**config.mk**
```make
export PLATFORM = sky130hd
export DESIGN_NAME = uart_param
export DESIGN_NICKNAME = d
export VERILOG_FILES = /design/src/rtl/uart_pkg.sv /design/src/rtl/uart_baud_tick.sv /design/src/rtl/uart_param.sv
export SDC_FILE = /design/constraint.sdc
export NUM_CORES = 1
export LEC_CHECK = 0
export ABC_CLOCK_PERIOD_IN_PS = 5300
export CORE_ASPECT_RATIO = 1.5
export CORE_UTILIZATION = 45
export CTS_CLUSTER_SIZE = 12
export DETAILED_ROUTE_END_ITERATION = 8
export GPL_TIMING_DRIVEN = 1
export SETUP_SLACK_MARGIN = 0.1
export SLEW_MARGIN = 20
export SYNTH_ARGS = -nofsm -noshare
export SYNTH_HDL_FRONTEND = slang
export SYNTH_HIERARCHICAL = 1
export SYNTH_SLANG_ARGS = --single-unit
```
**constraint.sdc**
```tcl
create_clock -name clk -period 5.3 [get_ports clk]
set_input_delay 0.53 -clock clk [delete_from_list [all_inputs] [get_ports clk]]
set_output_delay 0.53 -clock clk [all_outputs]
set_load 0.02 [all_outputs]
```
**src/rtl/uart_pkg.sv**
```systemverilog
// Shared definitions for the parametrised UART: FSM state encodings and the
// clock-to-oversample divider calculation.
package uart_pkg;

    typedef enum logic [2:0] {
        RX_IDLE,
        RX_START,
        RX_DATA,
        RX_PARITY,
        RX_STOP,
        RX_BREAK
    } rx_state_t;

    typedef enum logic [2:0] {
        TX_IDLE,
        TX_START,
        TX_DATA,
        TX_PARITY,
        TX_STOP
    } tx_state_t;

    function automatic int unsigned calc_divider(input int unsigned clock_rate,
                                                 input int unsigned baud_rate,
                                                 input int unsigned oversample);
        return clock_rate / (baud_rate * oversample);
    endfunction

endpackage

```
**src/rtl/uart_baud_tick.sv**
```systemverilog
// Free-running oversample divider; tick is a one-cycle enable every DIVIDER clocks,
// first asserted DIVIDER cycles after reset.
module uart_baud_tick
    import uart_pkg::*;
#(
    parameter int unsigned CLOCK_RATE = 32000000,
    parameter int unsigned BAUD_RATE  = 9600,
    parameter int unsigned OVERSAMPLE = 16,
    parameter int unsigned DIV_BITS   = 16
) (
    input  logic clk,
    input  logic rst,
    output logic tick
);

    localparam int unsigned DIVIDER = calc_divider(CLOCK_RATE, BAUD_RATE, OVERSAMPLE);
    localparam logic [DIV_BITS-1:0] DIV_LAST = DIV_BITS'(DIVIDER - 1);

    logic [DIV_BITS-1:0] count;

    always_ff @(posedge clk) begin
        if (rst) begin
            count <= '0;
            tick  <= 1'b0;
        end else if (count == DIV_LAST) begin
            count <= '0;
            tick  <= 1'b1;
        end else begin
            count <= count + 1'b1;
            tick  <= 1'b0;
        end
    end

endmodule

```
**src/rtl/uart_param.sv**
```systemverilog
// Parametrised single-clock full-duplex UART sharing one oversample tick.
// Define UART_PARITY_EN to add a parity bit after the data on TX and RX.
module uart_param
    import uart_pkg::*;
#(
    parameter int unsigned CLOCK_RATE = 32000000,
    parameter int unsigned BAUD_RATE  = 9600,
    parameter int unsigned OVERSAMPLE = 16,
    parameter int unsigned DATA_BITS  = 8,
    parameter int unsigned STOP_BITS  = 1,
    parameter int unsigned DIV_BITS   = 16,
    parameter int unsigned PARITY_ODD = 0
) (
    input  logic                 clk,
    input  logic                 rst,
    input  logic                 rx,
    output logic                 tx,
    input  logic [DATA_BITS-1:0] tx_data,
    input  logic                 tx_valid,
    output logic                 tx_ready,
    output logic [DATA_BITS-1:0] rx_data,
    output logic                 rx_valid,
    output logic                 frame_err,
    output logic                 parity_err
);

    localparam int unsigned   TW       = $clog2(OVERSAMPLE);
    localparam logic [TW-1:0] OS_LAST  = TW'(OVERSAMPLE - 1);
    localparam logic [TW-1:0] MID_LAST = TW'(OVERSAMPLE / 2 - 2);
    localparam logic [3:0]    DB_LAST  = 4'(DATA_BITS - 1);
    localparam logic [3:0]    SB_LAST  = 4'(STOP_BITS - 1);

    if (OVERSAMPLE < 8 || OVERSAMPLE % 2 != 0 || DATA_BITS < 5 || DATA_BITS > 9 ||
        STOP_BITS < 1 || STOP_BITS > 2 || PARITY_ODD > 1) begin : g_param_check
        $error("uart_param: unsupported parameter combination");
    end

    logic tick;

    uart_baud_tick #(
        .CLOCK_RATE(CLOCK_RATE),
        .BAUD_RATE (BAUD_RATE),
        .OVERSAMPLE(OVERSAMPLE),
        .DIV_BITS  (DIV_BITS)
    ) u_baud_tick (
        .clk (clk),
        .rst (rst),
        .tick(tick)
    );

    logic rx_meta, rx_s;

    always_ff @(posedge clk) begin
        if (rst) begin
            rx_meta <= 1'b1;
            rx_s    <= 1'b1;
        end else begin
            rx_meta <= rx;
            rx_s    <= rx_meta;
        end
    end

    rx_state_t            rx_state, rx_next;
    logic [TW-1:0]        rx_ticks;
    logic [3:0]           rx_bits;
    logic [DATA_BITS-1:0] rx_shift;
    logic                 rx_bit_end, rx_shift_en, rx_done;
`ifdef UART_PARITY_EN
    logic                 rx_par_en;
`endif

    assign rx_bit_end = tick && (rx_ticks == OS_LAST);

    always_ff @(posedge clk) begin
        if (rst) rx_state <= RX_IDLE;
        else     rx_state <= rx_next;
    end

    always_comb begin
        rx_next = rx_state;
        case (rx_state)
            RX_IDLE:   if (tick && !rx_s) rx_next = RX_START;
            RX_START:  if (tick && rx_ticks == MID_LAST) rx_next = rx_s ? RX_IDLE : RX_DATA;
`ifdef UART_PARITY_EN
            RX_DATA:   if (rx_bit_end && rx_bits == DB_LAST) rx_next = RX_PARITY;
            RX_PARITY: if (rx_bit_end) rx_next = RX_STOP;
`else
            RX_DATA:   if (rx_bit_end && rx_bits == DB_LAST) rx_next = RX_STOP;
`endif
            RX_STOP:   if (rx_bit_end) rx_next = rx_s ? RX_IDLE : RX_BREAK;
            RX_BREAK:  if (tick && rx_s) rx_next = RX_IDLE;
            default:   rx_next = RX_IDLE;
        endcase
    end

    always_comb begin
        rx_shift_en = 1'b0;
        rx_done     = 1'b0;
`ifdef UART_PARITY_EN
        rx_par_en   = 1'b0;
`endif
        case (rx_state)
            RX_DATA:   rx_shift_en = rx_bit_end;
`ifdef UART_PARITY_EN
            RX_PARITY: rx_par_en   = rx_bit_end;
`endif
            RX_STOP:   rx_done     = rx_bit_end;
            default:   ;
        endcase
    end

    // Tick counter restarts on every state change so each bit window is aligned to its entry tick.
    always_ff @(posedge clk) begin
        if (rst) begin
            rx_ticks  <= '0;
            rx_bits   <= '0;
            rx_shift  <= '0;
            rx_data   <= '0;
            rx_valid  <= 1'b0;
            frame_err <= 1'b0;
        end else begin
            rx_valid  <= 1'b0;
            frame_err <= 1'b0;
            if (rx_state != rx_next || rx_bit_end) rx_ticks <= '0;
            else if (tick)                         rx_ticks <= rx_ticks + 1'b1;
            if (rx_state != RX_DATA) rx_bits <= '0;
            else if (rx_shift_en)    rx_bits <= rx_bits + 1'b1;
            if (rx_shift_en) rx_shift <= {rx_s, rx_shift[DATA_BITS-1:1]};
            if (rx_done) begin
                rx_data   <= rx_shift;
                rx_valid  <= rx_s;
                frame_err <= !rx_s;
            end
        end
    end

    tx_state_t            tx_state, tx_next;
    logic [TW-1:0]        tx_ticks;
    logic [3:0]           tx_bits;
    logic [DATA_BITS-1:0] tx_shift;
    logic                 tx_pending, tx_bit_end, tx_accept, tx_line;
`ifdef UART_PARITY_EN
    logic                 tx_par;
`endif

    assign tx_bit_end = tick && (tx_ticks == OS_LAST);
    assign tx_accept  = tx_valid && tx_ready;

    always_ff @(posedge clk) begin
        if (rst) tx_state <= TX_IDLE;
        else     tx_state <= tx_next;
    end

    always_comb begin
        tx_next = tx_state;
        case (tx_state)
            TX_IDLE:   if (tick && tx_pending) tx_next = TX_START;
            TX_START:  if (tx_bit_end) tx_next = TX_DATA;
`ifdef UART_PARITY_EN
            TX_DATA:   if (tx_bit_end && tx_bits == DB_LAST) tx_next = TX_PARITY;
            TX_PARITY: if (tx_bit_end) tx_next = TX_STOP;
`else
            TX_DATA:   if (tx_bit_end && tx_bits == DB_LAST) tx_next = TX_STOP;
`endif
            TX_STOP:   if (tx_bit_end && tx_bits == SB_LAST) tx_next = TX_IDLE;
            default:   tx_next = TX_IDLE;
        endcase
    end

    always_comb begin
        tx_ready = (tx_state == TX_IDLE) && !tx_pending;
        tx_line  = 1'b1;
        case (tx_state)
            TX_START:  tx_line = 1'b0;
            TX_DATA:   tx_line = tx_shift[0];
`ifdef UART_PARITY_EN
            TX_PARITY: tx_line = tx_par;
`endif
            default:   tx_line = 1'b1;
        endcase
    end

    always_ff @(posedge clk) begin
        if (rst) begin
            tx         <= 1'b1;
            tx_pending <= 1'b0;
            tx_ticks   <= '0;
            tx_bits    <= '0;
            tx_shift   <= '0;
        end else begin
            tx <= tx_line;
            if (tx_accept) begin
                tx_shift   <= tx_data;
                tx_pending <= 1'b1;
            end
            if (tx_state == TX_IDLE && tx_next == TX_START) tx_pending <= 1'b0;
            if (tx_state != tx_next || tx_bit_end) tx_ticks <= '0;
            else if (tick)                         tx_ticks <= tx_ticks + 1'b1;
            if (tx_state != tx_next) tx_bits <= '0;
            else if (tx_bit_end)     tx_bits <= tx_bits + 1'b1;
            if (tx_state == TX_DATA && tx_bit_end) tx_shift <= {1'b0, tx_shift[DATA_BITS-1:1]};
        end
    end

`ifdef UART_PARITY_EN
    localparam logic PAR_ODD = PARITY_ODD[0];
    logic rx_par_bad;

    // Parity mismatch is held from the PARITY sample and reported alongside the stop decision.
    always_ff @(posedge clk) begin
        if (rst) begin
            tx_par     <= 1'b0;
            rx_par_bad <= 1'b0;
            parity_err <= 1'b0;
        end else begin
            if (tx_accept) tx_par     <= (^tx_data) ^ PAR_ODD;
            if (rx_par_en) rx_par_bad <= rx_s ^ (^rx_shift) ^ PAR_ODD;
            parity_err <= rx_done && rx_par_bad;
        end
    end
`else
    assign parity_err = 1'b0;
`endif

endmodule
```
Word level (Yosys, flattened, before mapping)
Cells that the tools add are included.
- register bits after elaboration: 69
- input bits: 12
- output and inout bits: 13
- word-level logic and storage cells: 89
- add/sub/neg operators: 5
- equal/unequal tests: 17
- muxes and demuxes: 19
- bitwise gates (word level): 1
- reductions and logical operators: 29
- operators with widths (operator ; number):
    $mux W3 ; 10
    $add A16 B1 Y16 const B ; 1
    $add A4 B1 Y4 const B ; 4
    $eq A16 B8 Y1 const B ; 1
    $reduce_or A2 Y1 ; 8
    $pmux W3 S5 ; 1
    $mux W7 ; 2
    $logic_and A1 B1 Y1 ; 13
    $eq A4 B3 Y1 const B ; 3
    $pmux W3 S4 ; 1
    $eq A3 B1 Y1 const B ; 3
    $eq A3 B3 Y1 const B ; 3
    $eq A4 B4 Y1 const B ; 2
    $eq A3 B2 Y1 const B ; 2
    $logic_not A3 Y1 ; 2
    $ne A3 B3 Y1 ; 2
    $logic_not A4 Y1 ; 1
    $mux W1 ; 3
    $ne A3 B2 Y1 const B ; 1
    $logic_not A1 Y1 ; 2
    $logic_or A1 B1 Y1 ; 2
    $mux W2 ; 1
    $pmux W1 S2 ; 1
    $reduce_bool A2 Y1 ; 1
    $not A1 Y1 ; 1

Longest topological paths before layout
- depth after elaboration: 8
- mapped depth: 6
- depth with buffers taken out: 5

Modules after synthesis
The synthesis kept the hierarchy.
- modules (own cells, without submodules) (module ; instances ; cells an instance ; area an instance (um2) ; seq. area each (um2)):
    uart_param ; 1 ; 289 ; 2477.4 ; 1041.0
    uart_baud_tick ; 1 ; 81 ; 725.7 ; 340.3

Worst setup path after synthesis
OpenSTA, ideal clock, no wires.
- kind: register to register
- start point: register u_baud_tick.count[4]
- end point: register u_baud_tick.count[4]
- setup time: 0.115 ns
- arrival: 1.646 ns
- data required time: 5.185 ns
- setup slack: 3.539 ns
- stages on the path, launching flop included: 6
- path buffers: 1
- clock period less this slack: 1.761 ns
- cell sequence: dfxtp_1 > or4_1 > or4_4 > nand2b_4 > buf_6 > nor2_1
- longest elaborated chain between the ends: 2
- elaborated cells on any way between the ends: 3
- classes of those cells: 1 x add/sub; 1 x eq/ne; 1 x reduce/logical
- ends and longest elaborated chain (what ; line ; RTL):
    from (decl) ; uart_baud_tick.sv:19 ; logic [DIV_BITS-1:0] count;
    from (signal assigned) ; uart_baud_tick.sv:29 ; count <= count + 1'b1;
    parallel branches: the longest is 2 deep, another holds $add A16 B1 Y16 ; -- ;
Several ways; the timed one is not identified.
A chain may end at the register's enable or synchronous reset.

Worst setup path in the final report
- start point: register tx_state[1]
- end point: output port tx_ready
- longest elaborated chain between the ends: 2
- ends and longest elaborated chain (what ; line ; RTL):
    from (decl) ; uart_param.sv:137 ; tx_state_t tx_state, tx_next;
    from (signal assigned) ; uart_param.sv:151 ; else tx_state <= tx_next;
    $logic_not A3 Y1 ; uart_param.sv:171 ; tx_ready = (tx_state == TX_IDLE) && !tx_pending;
    $logic_and A1 B1 Y1 ; uart_param.sv:171 ;
    to (decl) ; uart_param.sv:20 ; output logic tx_ready,
No other way between the ends.

==> flow_metrics.env <==
export IMPL_synth_xor_area_share_pct=5.74
export IMPL_finalHoldViolCount=0
export IMPL_grt_pass1_vias=2515
export IMPL_crit_reg2reg_launch="u_baud_tick/tick"
export IMPL_yosysWarnings=6
export IMPL_htreeDepth=3
export IMPL_end_kind="output pin"
export IMPL_cts_inserted_buffers=9
export IMPL_rsz0062_at_grt="no"
export IMPL_ys_top_cells_by_area="dfxtp_1 43%, nand3_1 5.2%, xnor2_1 4.6%"
export IMPL_r2r_end="rx_bits[3]"
export IMPL_ys_types=53
export IMPL_cts_setup_buffers=0
export IMPL_worst_slew_pin_slew_ns=0.869
export IMPL_ctsHoldBuffers=0
export IMPL_synth_most_common_cell="dfxtp_1"
export IMPL_power_switching_uw=231
export IMPL_worstSetupStartpointType="flip-flop"
export IMPL_relSlewSlack_pct=41.9
export IMPL_synth_nets=389
export IMPL_syn_avg_cell_area_um2=8.66
export IMPL_cpPeakStageDelay_ns=0.74
export IMPL_syn2layout_area_growth_pct=12.2
export IMPL_period_needed_ns=2.80
export IMPL_cp_max_fo=12
export IMPL_insertion_delay_ns=0.36
export IMPL_synth_common_cells="69 x dfxtp_1, 33 x nand3_1, 28 x a21oi_1"
export IMPL_cts_resized=0
export IMPL_max_freq_mhz=357
export IMPL_synth_compound_area_share_pct=15.4
export IMPL_crit_chain="or4_1 -> clkinv_8 -> clkdlybuf4s50_1"
export IMPL_power_frac_clock_pct=41.7
export IMPL_io_buffers=23
export IMPL_drive_above_1_share_pct=6.75
export IMPL_finalMaxSlewViolations=0
export IMPL_internal_power_uw=766
export IMPL_reg2regPathDepth=3
export IMPL_synth_seq_area_share_pct=43.1
export IMPL_synth_enable_flop_cells=0
export IMPL_ys_async_sr_fraction_pct=0
export IMPL_p_seq_share_pct=53.5
export IMPL_hold_path_startpoint="rx_meta"
export IMPL_comb_power_share_pct=4.8
export IMPL_drtIter0Drc=175
export IMPL_swShare_pct=23.2
export IMPL_cellLeakagePower_uw=0.00114
export IMPL_synth_simple_gate_area_share_pct=25.3
export IMPL_ir_worst_vdd_mv=0.146
export IMPL_place_congestion=0.809
export IMPL_core_area_um2=6850
export IMPL_place_area_um2=3400
export IMPL_gr_usage_met2_pct=32.9
export IMPL_cp_slowest_cell="or4_1"
export IMPL_ys_flop_type="dfxtp_1"
export IMPL_start_util_pct=46.7
export IMPL_clkSinkCount=69
export IMPL_synthMuxAreaShare_pct=0.938
export IMPL_dieHeight_um=105
export IMPL_post_route_period_util_pct=52.8
export IMPL_critPathTopFamily="buffers and inverters"
export IMPL_gr_usage_met3_pct=5.07
export IMPL_clk_pin_slew_ns=0.07
export IMPL_synth_top_cell_by_area="dfxtp_1"
export IMPL_critical_path_buf_inv_count=2
export IMPL_arrival_ns=2.27
export IMPL_via_count=2686
export IMPL_diodes=0
export IMPL_antenna_found_initial=0
export IMPL_setup_ws_ns=2.50
export IMPL_critPathRequiredTime_ns=4.77
export IMPL_rrSetupSlack_ns=2.71
export IMPL_syn_area_um2=3200
export IMPL_setup_viol=0
export IMPL_cap_violations=0
export IMPL_dp_slack_ns=2.75
export IMPL_syn_inst=370
export IMPL_design_area_um2=3590
export IMPL_die_width_um=70.9
export IMPL_hold_end="rx_s"
export IMPL_drc_errors=0
export IMPL_io_pins=25
export IMPL_grt_usage_pct=19.8
export IMPL_grt_ovfl_total=0
export IMPL_wl_per_cell_um=14.3
export IMPL_num_rows=37
export IMPL_status="complete, no violations"
export IMPL_p_per_area_nw_per_um2=277
export IMPL_hp_class="reg -> reg"
export IMPL_grt_pass1_wl_um=11500
export IMPL_critPathKind="reg -> out"
export IMPL_whs_path_depth=1
export IMPL_dieArea_um2=7470
export IMPL_viasPerCell=5.80
export IMPL_setup_tns_final_ns=0
export IMPL_cts_tree="yes"
export IMPL_yosys_area_top_type_share_pct=43.1
export IMPL_use_met1_pct=22.5
export IMPL_grt_max_degree=43
export IMPL_dr_pass1_iters=6
export IMPL_routed_wl_um=6640
export IMPL_hpwlAfterDp_um=4260
export IMPL_fin_nets=399
export IMPL_clockBufferDepth=2
export IMPL_ant_nets=0
export IMPL_fin_worst_skew_ns=0.0104
export IMPL_synth_top_family_by_area="simple AND/OR/NAND/NOR gates"
export IMPL_hold_ws_ns=0.411
export IMPL_busiest_layer="met2"
export IMPL_ys_ff_latch=69
export IMPL_root_buffer="clkbuf_8"
export IMPL_synth_adder_area_share_pct=2.73
## per-layer routing
metal / vias up / share of wire (%) / wire [um]
met5: - / 0 / 0
met2: 52 / 50 / 3310
met3: 14 / 3.6 / 238
met4: 0 / 2.9 / 190
li1: 1349 / - / -
met1: 1271 / 44 / 2900
## worst max-delay path by stage
stage / startpoint / end / cells past startpoint
final: tx_state[1] / tx_ready / 3
after global routing: tx_state[1] / tx_ready / 3
after CTS: tx_state[1] / tx_ready / 3
after detailed placement: u_baud_tick/tick / rx_bits[2] / 3
after global placement: u_baud_tick/tick / rx_bits[3] / 3
after floorplan: u_baud_tick/count[4] / u_baud_tick/count[4] / 5
## kinds of logic after synthesis
| family | count (synthesis) |
|---|---|
| compound gates | 83 |
| xor+xnor | 21 |
| fa+ha+maj | 7 |
| buf+inv | 41 |
| flops | 69 |
| mux | 3 |
| other cells | 1 |
| simple gates | 145 |
## placed cells by master, fill, tap and decap left out, drive strengths merged, types with 3 or more instances in the layout
cell type and instances:
a211oi 3, a21oi 28, a311oi 7, clkbuf 13
clkdlybuf4s50 23, clkinv 3, dfxtp 69, ha 7
inv 15, mux2i 3, nand2 17, nand2b 4
nand3 33, nand4 6, nor2 26, nor3 18
nor3b 4, nor4 8, o21ai 31, or2 3
or3 4, or3b 3, or4 7, xnor2 17
xor2 4
## through the flow
| step | utilization, % | cells | power [uW] |
|---|---|---|---|
| finish | 52.4 | 463 | 997 |
| global route | 52.4 | 463 | 1040 |
| CTS | 52.4 | 463 | 1010 |
| detailed placement | 49.6 | 447 | 593 |
| global placement | 49.6 | 447 | 593 |
| floorplan | - | 370 | 578 |
## power groups by stage
stage                     Sequential (uW)  Clock (uW)  Combinational [uW]
after global routing                  534         453                52.9
after global placement                545           0                47.6
after detailed placement              545           0                48.1
after floorplan                       542           0                35.9
after CTS                             533         430                48.2
final                                 533         416                47.6
## final cells by class
cell class | instances | area (um2)
fill | 660 | 3260
multi-input combinational | 260 | 1610
sequential | 69 | 1380
clock inverter | 3 | 17.5
tap | 78 | 97.6
timing repair buffer | 24 | 238
inverter | 16 | 72.6
clock buffer | 13 | 179
## state kept, by name, summed over array words and instances, names as in the netlist
name	flops
tx	1
tx_shift	8
u_baud_tick/tick	1
rx_ticks	4
u_baud_tick/count	16
rx_meta	1
rx_shift	8
rx_state	3
rx_valid	1
tx_state	3
rx_data	8
rx_bits	4
rx_s	1
tx_pending	1
frame_err	1
tx_ticks	4
tx_bits	4
No activity file was read; power rests on OpenSTA's default activity.
==> patch: new RTL, same settings <==
`CLOCK_RATE` is set to 32000000 in 2 places; all go to 16000000.
--- a/src/rtl/uart_baud_tick.sv
+++ b/src/rtl/uart_baud_tick.sv
@@ -3,7 +3,7 @@
 module uart_baud_tick
     import uart_pkg::*;
 #(
-    parameter int unsigned CLOCK_RATE = 32000000,
+    parameter int unsigned CLOCK_RATE = 16000000,
     parameter int unsigned BAUD_RATE  = 9600,
     parameter int unsigned OVERSAMPLE = 16,
     parameter int unsigned DIV_BITS   = 16
--- a/src/rtl/uart_param.sv
+++ b/src/rtl/uart_param.sv
@@ -3,7 +3,7 @@
 module uart_param
     import uart_pkg::*;
 #(
-    parameter int unsigned CLOCK_RATE = 32000000,
+    parameter int unsigned CLOCK_RATE = 16000000,
     parameter int unsigned BAUD_RATE  = 9600,
     parameter int unsigned OVERSAMPLE = 16,
     parameter int unsigned DATA_BITS  = 8,
Function: same outputs for any inputs over 10 cycles, from zero or initial values and one cycle with rst high; that may be too few to reach the edited logic, so the function may still have changed.
==> patch against the unedited design <==
Critical path depth stayed put; sequential cell count stayed put; setup slack better by 0.023 ns; combinational power hardly changed; die area is 2.3% higher; wire length is 3.1% lower; global-route usage is 1.3 points lower; count of clock-buffer cells in the layout stayed put; final area is 3.0% higher; first-iteration DRC count is 41% lower; utilization is 0.85 points higher; area after synthesis is 2.3% higher; fmax is 0.84% higher; highest routed layer unchanged; power is 9.1% higher.
==> patch: results (changes against the unedited design) <==
[synth]
synth_commonest_cells = 69 x dfxtp_1, 31 x nand3_1, 28 x a21oi_1
syn-num-nets = 394  ; +1.3%
synth_area_leaders = dfxtp_1 42%, nand3_1 4.7%, a21oi_1 4.3%, xnor2_1 3.7%, o21ai_0 3.7%
synth_top_cell_area_share_pct = 42.14  ; -0.99 points
syn_area_per_cell_um2 = 8.765  ; +1.2%
yosysWarnings = 6  ; unchanged
synth_compound_area_share_pct = 15.00  ; -0.35 points
synth_fa_ha_area_share_pct = 3.053  ; +0.32 points
synth_xor_xnor_area_share_pct = 5.611  ; -0.13 points
ys_types = 56  ; +5.7%
synthMuxAreaShare_pct = 0.9160  ; -0.021 points
synth_seq_area_share_pct = 42.14  ; -0.99 points

[worst_setup_path]
max_stage_delay_ns = 0.76  ; +0.02 ns
cp_data_arrival_time_ns = 2.24  ; -0.03 ns
cp_top_family = simple AND/OR/NAND/NOR gates
critPathLaunch = tx_state[2]
reg2reg_to = rx_state[2]
crit_fanout = 10  ; -2
reg2reg_slack_ns = 2.70  ; about the same

[global_route]
grt_max_degree = 42  ; -2.3%
grt_pass1_vias = 2494  ; -0.83%
grt_pass1_wl_um = 11260  ; -2.1%
grt_use_met2_pct = 30.12  ; -2.8 points
met1_usage_pct = 22.63  ; +0.13 points
grt_use_total_pct = 18.54  ; -1.3 points
use_met3_pct = 4.929  ; -0.14 points

[timing]
fin_hold_ws_ns = 0.4164  ; +0.005724 ns
setup-tns-final_ns = 0  ; unchanged
clock_skew_ns = 0.005947  ; -0.004444 ns
relSlewSlack_pct = 43.61  ; +1.7 points

[route]
wl_met2_um = 3128  ; -5.6%
drt_iter0_drc = 103  ; -41%
wirelength_met1_um = 3062  ; +5.7%
wl_met3_um = 148  ; -38%
wl_per_cell_um = 13.84  ; -3.5%

[clock_network]
cts_buffers = 9  ; unchanged
clock_latency_ns = 0.34  ; -0.02 ns
cts_htree_levels = 3  ; unchanged

[placement]
dp_cells = 449  ; +0.45%
dpl-instance-area_um2 = 3457  ; +1.8%
place_ws_ns = 2.763  ; +0.01426 ns
dp.final_hpwl_um = 4189  ; -1.6%
place_congestion = 0.7289  ; -9.9%

[status]
outcome = complete, no violations

[layout]
drive_gt1_share_pct = 8.010  ; +1.3 points
finalNetCount = 402  ; +0.75%
fin_cells = 465  ; +0.43%

[power_and_ir_drop]
power.leakage_uw = 0.001184  ; +4.0%
worst_ir_drop_vdd_mv = 0.1547  ; +5.7%

[patch: cell types whose count changed in the layout (fill, tap and decap cells not counted), sizes merged, moves of 3 or more]
cell,delta
xor2,+3
nor4,+3
nand4,+3
or4,-3
xnor2,-3
nor2,-3
[patch: where the power goes]
group / internal (uW) / leakage [uW] / switching, uW
Combinational: 20.4 / 0.000500 / 27.3
Clock: 316 / 0.000126 / 190
Sequential: 526 / 0.000558 / 8.18
[patch: layout make-up]
cell class	instances	area (um^2)
tap	78	97.59
multi-input combinational	263	1672
clock inverter	3	65.06
sequential	69	1381
timing repair buffer	24	237.7
fill	661	3243
clock buffer	13	178.9
inverter	15	68.82
[patch: worst register-to-register path, cell delays in order (launching register included)]
cell	delay, ns
dfxtp_1	0.77
nand4_1	0.84
or4_1	0.75
a21oi_1	0.16
